==> src/rtl/tamarac_pkg.sv <==
// Shared definitions for the Tamarac sequencer: ALU modes, opcodes, FSM states,
// ALU in2 source codes and the bundled control-output word.
package tamarac_pkg;

  localparam int OPC_W = 3;

  // ALU mode codes, also decoded by the ALU itself
  localparam logic [1:0] ALU_NUL = 2'd0;
  localparam logic [1:0] ALU_INC = 2'd1;
  localparam logic [1:0] ALU_SUB = 2'd2;
  localparam logic [1:0] ALU_ADD = 2'd3;

  localparam logic [1:0] IN2_PC  = 2'd0;
  localparam logic [1:0] IN2_MDR = 2'd1;
  localparam logic [1:0] IN2_IMM = 2'd2;

  typedef enum logic [OPC_W-1:0] {
    OP_JZERO = 3'd0,
    OP_JMP   = 3'd1,
    OP_ADD   = 3'd2,
    OP_SUB   = 3'd3,
    OP_LD    = 3'd4,
    OP_ST    = 3'd5,
    OP_NOP   = 3'd6,
    OP_HALT  = 3'd7
  } opcode_e;

  typedef enum logic [3:0] {
    S_IDLE    = 4'd0,
    S_F_ADDR  = 4'd1,
    S_F_WAIT  = 4'd2,
    S_PC_INC  = 4'd3,
    S_DECODE  = 4'd4,
    S_E_ADDR  = 4'd5,
    S_RD_WAIT = 4'd6,
    S_ALU_WB  = 4'd7,
    S_WR_WAIT = 4'd8,
    S_JUMP    = 4'd9,
    S_HALT    = 4'd10
  } state_e;

  typedef struct packed {
    logic       mem_req;
    logic       mem_we;
    logic [1:0] alu_mode;
    logic [1:0] in2_sel;
    logic       pc_sel;
    logic       mar_sel;
    logic       pc_ld;
    logic       acc_ld;
    logic       ir_ld;
    logic       mar_ld;
    logic       mdr_ld;
    logic       halted;
  } ctrl_t;

  // Opcodes that need an operand address phase (E_ADDR) after decode
  function automatic logic is_mem_op(opcode_e op);
    return (op == OP_ADD) || (op == OP_SUB) || (op == OP_LD) || (op == OP_ST);
  endfunction

endpackage

==> src/rtl/tamarac_ctrl_decode.sv <==
// Combinational state/opcode -> control decoder. Moore outputs except the
// IR/MDR load strobes, which fire only on the memory ack cycle.
module tamarac_ctrl_decode
  import tamarac_pkg::*;
(
  input  state_e  state,
  input  opcode_e op,
  input  logic    mem_ack,
  output ctrl_t   ctrl
);

  always_comb begin
    ctrl          = '0;
    ctrl.alu_mode = ALU_NUL;
    ctrl.in2_sel  = IN2_PC;
    case (state)
      S_F_ADDR: begin
        ctrl.mar_sel = 1'b0;
        ctrl.mar_ld  = 1'b1;
      end
      S_F_WAIT: begin
        ctrl.mem_req = 1'b1;
        ctrl.ir_ld   = mem_ack;
      end
      S_PC_INC: begin
        ctrl.in2_sel  = IN2_PC;
        ctrl.alu_mode = ALU_INC;
        ctrl.pc_sel   = 1'b0;
        ctrl.pc_ld    = 1'b1;
      end
      S_JUMP: begin
        ctrl.pc_sel = 1'b1;
        ctrl.pc_ld  = 1'b1;
      end
      S_E_ADDR: begin
        ctrl.mar_sel = 1'b1;
        ctrl.mar_ld  = 1'b1;
      end
      S_RD_WAIT: begin
        ctrl.mem_req = 1'b1;
        ctrl.mdr_ld  = mem_ack;
      end
      S_ALU_WB: begin
        ctrl.in2_sel = IN2_MDR;
        ctrl.acc_ld  = 1'b1;
        // LD keeps NUL: the datapath ACC mux takes MDR straight through
        case (op)
          OP_ADD:  ctrl.alu_mode = ALU_ADD;
          OP_SUB:  ctrl.alu_mode = ALU_SUB;
          default: ctrl.alu_mode = ALU_NUL;
        endcase
      end
      S_WR_WAIT: begin
        ctrl.mem_req = 1'b1;
        ctrl.mem_we  = 1'b1;
      end
      S_HALT:  ctrl.halted = 1'b1;
      default: ;
    endcase
  end

endmodule

==> src/rtl/tamarac_ctrl.sv <==
// Tamarac fetch/decode/execute sequencer: state register, next-state logic and
// the opcode latched at DECODE; outputs come from tamarac_ctrl_decode.
module tamarac_ctrl
  import tamarac_pkg::*;
#(
  parameter int OP_W = 3
) (
  input  logic            clk,
  input  logic            rst_n,
  input  logic            run,
  input  logic [OP_W-1:0] ir_op,
  input  logic            acc_zero,
  input  logic            mem_ack,
  output logic            mem_req,
  output logic            mem_we,
  output logic [1:0]      alu_mode,
  output logic [1:0]      in2_sel,
  output logic            pc_sel,
  output logic            mar_sel,
  output logic            pc_ld,
  output logic            acc_ld,
  output logic            ir_ld,
  output logic            mar_ld,
  output logic            mdr_ld,
  output logic            halted
);

  state_e  state, state_nxt;
  opcode_e op_q;
  opcode_e ir_opc;
  ctrl_t   ctrl;

  assign ir_opc = opcode_e'(ir_op[OPC_W-1:0]);

  always_ff @(posedge clk or negedge rst_n) begin
    if (!rst_n) state <= S_IDLE;
    else        state <= state_nxt;
  end

  // Opcode captured once at DECODE so the execute phases never depend on IR
  always_ff @(posedge clk or negedge rst_n) begin
    if (!rst_n)                  op_q <= OP_NOP;
    else if (state == S_DECODE)  op_q <= ir_opc;
  end

  always_comb begin
    state_nxt = state;
    case (state)
      S_IDLE:    if (run) state_nxt = S_F_ADDR;
      S_F_ADDR:  state_nxt = S_F_WAIT;
      S_F_WAIT:  if (mem_ack) state_nxt = S_PC_INC;
      S_PC_INC:  state_nxt = S_DECODE;
      S_DECODE: begin
        case (ir_opc)
          OP_JMP:   state_nxt = S_JUMP;
          OP_JZERO: state_nxt = acc_zero ? S_JUMP : S_F_ADDR;
          OP_HALT:  state_nxt = S_HALT;
          OP_NOP:   state_nxt = S_F_ADDR;
          default:  state_nxt = is_mem_op(ir_opc) ? S_E_ADDR : S_F_ADDR;
        endcase
      end
      S_JUMP:    state_nxt = S_F_ADDR;
      S_E_ADDR:  state_nxt = (op_q == OP_ST) ? S_WR_WAIT : S_RD_WAIT;
      S_RD_WAIT: if (mem_ack) state_nxt = S_ALU_WB;
      S_ALU_WB:  state_nxt = S_F_ADDR;
      S_WR_WAIT: if (mem_ack) state_nxt = S_F_ADDR;
      S_HALT:    state_nxt = S_HALT;
      default:   state_nxt = S_IDLE;
    endcase
  end

  tamarac_ctrl_decode u_decode (
    .state   (state),
    .op      (op_q),
    .mem_ack (mem_ack),
    .ctrl    (ctrl)
  );

  assign mem_req  = ctrl.mem_req;
  assign mem_we   = ctrl.mem_we;
  assign alu_mode = ctrl.alu_mode;
  assign in2_sel  = ctrl.in2_sel;
  assign pc_sel   = ctrl.pc_sel;
  assign mar_sel  = ctrl.mar_sel;
  assign pc_ld    = ctrl.pc_ld;
  assign acc_ld   = ctrl.acc_ld;
  assign ir_ld    = ctrl.ir_ld;
  assign mar_ld   = ctrl.mar_ld;
  assign mdr_ld   = ctrl.mdr_ld;
  assign halted   = ctrl.halted;

endmodule

==> config.mk <==
export PLATFORM = sky130hd
export DESIGN_NAME = tamarac_ctrl
export DESIGN_NICKNAME = d
export VERILOG_FILES = /design/src/rtl/tamarac_pkg.sv /design/src/rtl/tamarac_ctrl_decode.sv /design/src/rtl/tamarac_ctrl.sv
export SDC_FILE = /design/constraint.sdc
export NUM_CORES = 1
export LEC_CHECK = 0
export BUFFER_PORTS_ARGS = -buffer_cell sky130_fd_sc_hd__buf_4
export CAP_MARGIN = 10
export CORE_UTILIZATION = 41
export DETAILED_ROUTE_END_ITERATION = 12
export PLACE_DENSITY = 0.68
export SYNTH_ARGS = -nofsm -noshare
export SYNTH_HDL_FRONTEND = slang
export SYNTH_SLANG_ARGS = --single-unit
==> constraint.sdc <==
create_clock -name clk -period 3.1 [get_ports clk]
set_input_delay 0.465 -clock clk [delete_from_list [all_inputs] [get_ports clk]]
set_output_delay 0.465 -clock clk [all_outputs]
set_load 0.005 [all_outputs]
# --- Word-level counts from Yosys, hierarchy flattened ---
# Cells that the tools add are included.
word_totals:
  input_bits: 8
  ff_bits: 7
  output_inout_bits: 14
  word_cells: 57
classes:
  n_reduce_logical: 10
  mux: 21
  n_eq_ne: 24
op_table:
  columns: ["op", "n"]
  rows:
  - ["case mux 4 bit (10 select lines)", 1]
  - ["2-to-1 mux 4 bit", 6]
  - ["== test 4 x 3 -> 1 bit, second input constant", 4]
  - ["case mux 4 bit (4 select lines)", 1]
  - ["== test 3 bit, second input constant", 5]
  - ["== test 3 x 2 -> 1 bit, second input constant", 4]
  - ["== test 4 bit, second input constant", 3]
  - ["2-to-1 mux 1 bit", 10]
  - ["== test 4 x 2 -> 1 bit, second input constant", 2]
  - ["!= test 2 bit, second input constant", 4]
  - ["case mux 4 bit (2 select lines)", 1]
  - ["OR reduction 2 bit", 3]
  - ["== test 4 x 1 -> 1 bit, second input constant", 1]
  - ["zero test 4 bit", 1]
  - ["case mux 2 bit (2 select lines)", 1]
  - ["AND reduction 4 bit", 1]
  - ["== test 3 x 1 -> 1 bit, second input constant", 1]
  - ["zero test 3 bit", 1]
  - ["logical OR 1 bit", 3]
  - ["2-to-1 mux 3 bit", 1]
  - ["OR reduction 3 bit", 1]

# --- Longest topological paths before layout ---
# Gate-level depths: netlist (run 1).
depth:
  depth_word: 7
  ltp_mapped: 5
  mapped_depth_nobuf: 5

# --- Hierarchy ---
# A second synthesis (run 1) with hierarchy kept.
unflattened:
  hier_cells: 79
  area_unflattened_um2: 679.4
modules_own_cells:
  columns: ["module", "area_per_inst_um2", "seq_area_each_um2", "n_inst", "cells_each"]
  rows:
  - ["tamarac_ctrl", 520.5, 177.7, 1, 53]
  - ["tamarac_ctrl_decode", 158.9, 0.0, 1, 26]

# --- Worst setup path before layout (run 1) ---
# Ideal clock, no wire load.
synth_timing:
  kind: "register -> output"
  from: "reg state[1]"
  to: "out mem_req"
  t_arrival_ps: 1107
  path_buffers: 2
  path_slack_ps: 1528
  t_required_ps: 2635
  stages_incl_launch_ff: 5
  path_cell_list: "dfrtp_1 -> buf_2 -> buf_2 -> mux2_2 -> nor2_1"
synth_via:
  elab_chain_len: 3
  word_cells_on_any_way: 5
  cone_classes: "3 x eq/ne; 1 x mux; 1 x reduce/logical"
synth_lines:
  columns: ["item", "line", "rtl"]
  rows:
  - ["start: declaration", "tamarac_ctrl.sv:28", "state_e state, state_nxt;"]
  - ["start signal: assignment", "tamarac_ctrl.sv:37", "else state <= state_nxt;"]
  - ["== test 4 x 2 -> 1 bit (tied with other cells)", "tamarac_ctrl_decode.sv:16", "case (state)"]
  - ["OR reduction 3 bit (no line) *", null, null]
  - ["2-to-1 mux 1 bit *", "tamarac_ctrl_decode.sv:16", null]
  - ["end: declaration", "tamarac_ctrl.sv:14", "output logic mem_req,"]
# Mark *: on every way between the ends. The rest lies on a longest branch, timed or not.

# --- Worst setup path in the final report (run 1) ---
layout_timing:
  from: "reg state[1]"
  to: "out ir_ld"
layout_via:
  elab_chain_len: 2
layout_lines:
  columns: ["item", "line", "rtl"]
  rows:
  - ["== test 4 x 2 -> 1 bit", "tamarac_ctrl_decode.sv:16", null]
  - ["2-to-1 mux 1 bit", "tamarac_ctrl_decode.sv:16", null]
  - ["end: declaration", "tamarac_ctrl.sv:22", "output logic ir_ld,"]
# No other way between the ends.

==> results of run 1 <==
-- critical path: stages (launching register included) --
cell	delay, ps
dfrtp_1	690
nor2b_1	320
nand2_1	100
nor3_1	150
buf_4	140
-- per-stage QoR --
step	std cells	power, mW	cell area (um^2)
after floorplan	76	0.477	619
after global placement	104	0.582	748
after detailed placement	104	0.584	748
after global routing	108	0.729	774
final	108	0.661	774
after CTS	108	0.668	774
-- Yosys cell counts, types with 2 or more instances --
cell	instances	area share [%]
buf_2	5	4.0
a31oi_1	2	2.0
inv_1	5	3.0
buf_4	2	2.4
dfstp_2	2	8.5
nor2_1	6	3.6
mux2_1	2	3.6
nand3b_1	2	2.4
o21ai_0	2	1.6
nand2b_1	5	5.1
dfrtp_1	5	20
nor3_1	7	5.7
nor2b_1	5	5.1
nand2_1	5	3.0
-- final cells by class --
| type | count | area [um^2] |
|---|---|---|
| clock buffer | 4 | 26.3 |
| fill | 132 | 576 |
| sequential | 7 | 178 |
| timing repair buffer | 20 | 150 |
| inverter | 5 | 18.8 |
| tap | 15 | 18.8 |
| multi-input combinational | 57 | 383 |
-- state kept, by name, summed over array words and instances (netlist names) --
| signal | count |
|---|---|
| state | 4 |
| op_q | 3 |
-- placed cells by master (no fill, tap or decap) --
cell type,Yosys,routed
buf_4,2,20
nor3_1,7,7
nor2_1,6,6
nand2b_1,5,5
inv_1,5,5
nor2b_1,5,5
nand2_1,5,5
dfrtp_1,5,5
clkbuf_4,0,3
o21ai_0,2,2
mux2_1,2,2
nand3b_1,2,2
a31oi_1,2,2
dfstp_2,2,2
o31a_1,1,1
nor4_1,1,1
mux2_2,1,1
xnor2_1,1,1
nor3b_1,1,1
nor4b_4,1,1
nand3_1,1,1
o31ai_1,1,1
a311o_1,1,1
a21oi_1,1,1
o21bai_1,1,1
o221ai_1,1,1
a21o_1,1,1
mux2i_1,1,1
and3b_1,1,1
o21ai_1,1,1
o311a_1,1,1
o211ai_1,1,1
nand4b_1,1,1
ha_1,1,1
conb_1,1,1
clkbuf_1,0,1
-- cell families (layout without fill, tap and decap cells) --
family	after synthesis	in the layout	share of synthesized area, %
AND/OR/NAND/NOR	36	36	34.5
AO/OA/AOI/OAI	14	14	16.2
buffers and inverters	12	29	9.49
flip-flops	7	7	28.7
multiplexers	4	4	7.07
adder cells (fa/ha/maj)	1	1	2.02
other	1	1	0.605
XOR/XNOR	1	1	1.41
-- how the worst min path moves through the flow --
| stage | from | to | slack, ps | cells past startpoint |
|---|---|---|---|---|
| 2_1_floorplan | rst_n | op_q[0] | 170 | 0 |
| 3_3_place_gp | rst_n | state[2] | 280 | 1 |
| 3_5_place_dp | rst_n | state[2] | 280 | 1 |
| 4_1_cts | rst_n | state[2] | 10 | 1 |
| 5_1_grt | rst_n | state[2] | 6 | 1 |
| 6_report | rst_n | state[2] | 20 | 1 |
-- metal layers --
| metal | vias up | routed length, um |
|---|---|---|
| met5 | - | 0 |
| met4 | 0 | 0 |
| met3 | 0 | 82 |
| met2 | 16 | 580 |
| met1 | 270 | 643 |
| li1 | 299 | - |
-- power by group --
| group | switching [mW] | internal [mW] | leakage, nW |
|---|---|---|---|
| Sequential | 0.102 | 0.143 | 0.0821 |
| Clock | 0.0306 | 0.0489 | 0.0150 |
| Combinational | 0.141 | 0.196 | 0.250 |
| Total | 0.273 | 0.388 | 0.347 |
==> flow_summary.toml, run 1 <==
[synth]
synthFlopType = "dfrtp_1"
postSynth.asyncResetShare_pct = 100
yosysSeqAreaShare_pct = 28.7
syn-num-nets = 85
synthCells = 76
synth-seq-cells = 7
syn_area_um2 = 619
yosysWarnings = 0
synth_edf_count = 0
synth_cell_types = 35
syn_avg_cell_area_um2 = 8.15

[setup_path]
cp.required_ps = 2630
reg2reg_depth = 2
path_max_fanout = 18
cp-start-kind = "flop"
crit_end = "ir_ld"
cp-startpoint = "state[1]"
reg2reg_slack_ps = 1520
r2r_start = "state[3]"
critPathKind = "reg2out"
critPathCaptureType = "output port"
cp_data_arrival_time_ps = 1650
r2r-end = "op_q[0]"

[sta]
finalSetupViolations = 0
worst_slack_ps = 987
fin_crit_sh_pct = 68.1
hold_viol = 0
timing.final.crit_period_ps = 2110
whs_ps = 18.3
clock_skew_ps = 4.52
rsz0062_at_grt = "no"
max_slew.worst_pin.slew_ps = 554
final-max-slew-violation-count = 0
relSlewSlack_pct = 63.0
setup_tns_ps = 0
fmaxAchievable_mhz = 473

[place]
post-dp-hpwl_um = 980
place_ws_ps = 1240
gp_congestion = 0.778
portBuffers = 20

[final_layout]
area_delta_synth_final_pct = 25.1
insertedDiodeCount = 0
finalNetCount = 103
drive_gt1_share_pct = 29.0
fin_util_pct = 57.4

[global_route]
grt.overflow.total = 0
antenna_found_initial = 0
grt_pass1_wl_mm = 2.03
grt_util_met2_pct = 27.3
grt_pass1_vias = 481
grt_max_degree = 19
grt_busiest_layer = "met2"
met1_usage_pct = 26.9
grtUsageMet3_pct = 9.78
grt_usage_pct = 19.1

[die]
std_cell_rows = 13
dieArea_um2 = 1670
io_pins = 22
die_y_um = 40.9
die_w_um = 40.9
core_area_um2 = 1350
start_util_pct = 45.9

[detailed_routing]
post-route-drc-count = 0
vias_per_cell = 5.42
vias = 585
wirelength_mm = 1.31
drtIter0Drc = 7
ant_nets = 0
avgRoutedWirePerCell_um = 12.1
drtPass1Iterations = 4

[clock_network]
cts-resized-gates = 0
cts_root_buffer = "clkbuf_4"
cts_buffers = 3
cts_buffer_depth = 2
cts_tree = "yes"
clkTransAtPathRegs_ps = 50
htreeDepth = 1
post_cts_buffers = 0
clk_latency_ps = 250
hold_buffers = 0
cts_sinks = 7

[power_and_ir_drop]
power_density_nw_per_um2 = 854
vdd_drop_max_v = 0.000604
leakage_nw = 0.347

[status]
status = "finished clean"

[worst_hold_path]
hold_path.class = "in2async"

[job]
drv_cap = 0
(Power assumes the default switching activity.)
==> run 2: changes to the inputs <==
==> constraint.sdc (replaced) <==
create_clock -name clk -period 2.1 [get_ports clk]
set_input_delay 0.315 -clock clk [delete_from_list [all_inputs] [get_ports clk]]
set_output_delay 0.315 -clock clk [all_outputs]
set_load 0.005 [all_outputs]
==> run 2 against run 1 <==
Effect of this change: sequential power is 47% higher; die area stayed put; cell area is 2.4% higher; utilization is 1.4 points higher; wire length is 0.23% higher; critical path type unchanged; critical endpoint is now mem_req.
==> flow_summary.toml, run 2 (synthesized netlist as in run 1, its figures left out) <==
[global_route]
antenna_found_initial = 0
grt_pass1_vias = 500
grt_usage_pct = 18.3
grt_pass1_wl_mm = 2.04
grt_max_degree = 19
grt.overflow.total = 0

[final_layout]
final_common_cell = "buf_4"
top_regs = "state: 4 flops, op_q: 3 flops"
stdcell_area_um2 = 793
drive_gt1_share_pct = 30.5
final_cells = 110
fin_util_pct = 58.8
fillers = 130
area_delta_synth_final_pct = 28.1
mostFrequentLayoutCells = "buf_4 (21), nor3_1 (7), nor2_1 (6)"
largest_reg_flops = 4
largest_register = "state"
finalNetCount = 105
insertedDiodeCount = 0

[sta]
clock_skew_ps = 7.19
rsz0062_at_grt = "no"
setup_tns_ps = 0
timing.final.crit_period_ps = 1840
finalSetupViolations = 0
fmaxAchievable_mhz = 545
hold_viol = 0
final-max-slew-violation-count = 0
fin_crit_sh_pct = 87.4

[clock_network]
clkTransAtPathRegs_ps = 50
cts_root_buffer = "clkbuf_4"
cts_buffer_depth = 2
cts_sinks = 7
clk_latency_ps = 250
htreeDepth = 1
cts_buffers = 3
cts_tree = "yes"

[job]
drv_cap = 0

[detailed_routing]
avgRoutedWirePerCell_um = 11.9
vias = 600
wirelength_mm = 1.31
drtIter0Drc = 9
ant_nets = 0
vias_per_cell = 5.45
drtPass1Iterations = 4
post-route-drc-count = 0

[worst_hold_path]
hold_path.class = "in2reg"

[die]
core_area_um2 = 1350
std_cell_rows = 13
io_pins = 22
die_y_um = 40.9
die_w_um = 40.9
dieArea_um2 = 1670
start_util_pct = 45.9

[place]
dpl.cell_count = 105
post-dp-hpwl_mm = 1.01
placed_area_um2 = 756
portBuffers = 20
gp_congestion = 0.783

[power_and_ir_drop]
finalPower_uw = 988
power_density_nw_per_um2 = 1250
leakage_nw = 0.356
vdd_drop_max_v = 0.000828

[setup_path]
cp_data_arrival_time_ps = 1520
critPathCaptureType = "output port"
cp-start-kind = "flop"
path_max_fanout = 13
critPathKind = "reg2out"
cp.required_ps = 1780

[status]
status = "finished clean"
[run 2: cell types whose count changed in the layout (fill, tap and decap cells not counted)]
cell and delta:
dfrtp_2 +1, dlygate4sd3_1 +1, buf_4 +1, dfrtp_1 -1
[run 2: path summary, 6_finish.rpt]
kind                            end  cells past startpoint      from  slack (ps)
setup / recovery            mem_req                      4  state[2]         260
hold / removal              op_q[0]                      2  ir_op[0]         330
setup reg to reg            op_q[0]                      2  state[0]         610
hold reg to reg             op_q[0]                      1   op_q[0]         540
max in group asynchronous   op_q[1]                      2     rst_n        1480
min in group asynchronous  state[2]                      2     rst_n         420
[run 2: critical path, cell delays in order, from the launching register on]
cell and delay [ps]:
dfrtp_1 510, nand2b_1 280, mux2_2 290, nor2_1 80, buf_4 120
[run 2: timing repair]
item,4_1_cts,5_1_grt
hold endpoints to repair,5,0
setup endpoints to repair,0,1
buffers inserted,0,0
hold buffers,1,0
resized for setup,0,1
[run 2: power breakdown]
group	switching [mW]	leakage, nW	total [mW]	internal (mW)
registers	0.145	0.0812	0.359	0.213
clock network	0.0434	0.0150	0.115	0.0721
logic	0.219	0.260	0.513	0.294
[run 2: cell type report]
cell class,count,area [um^2],share of cell area (%)
Multi-Input combinational cell,57,383,48.3
Timing Repair Buffer,22,168,21.1
Tap cell,15,18.8,2.37
Clock buffer,4,26.3,3.31
Inverter,5,18.8,2.37
Sequential cell,7,179,22.6
[run 2: metal layers]
| layer | track usage, % | vias up | wire, um |
|---|---|---|---|
| met5 | 0 | - | 0 |
| met4 | 0 | 0 | 0 |
| met2 | 29.7 | 13 | 627 |
| li1 | - | 303 | - |
| met1 | 24.7 | 284 | 628 |
| met3 | 6.52 | 0 | 54 |
[run 2: metrics by stage]
step / hold slack [ps] / worst slack, ps
2_1_floorplan: 19.4 / 678
3_3_place_gp: 129 / 500
3_5_place_dp: 129 / 407
4_1_cts: 315 / 142
5_1_grt: 324 / 165
6_report: 326 / 265
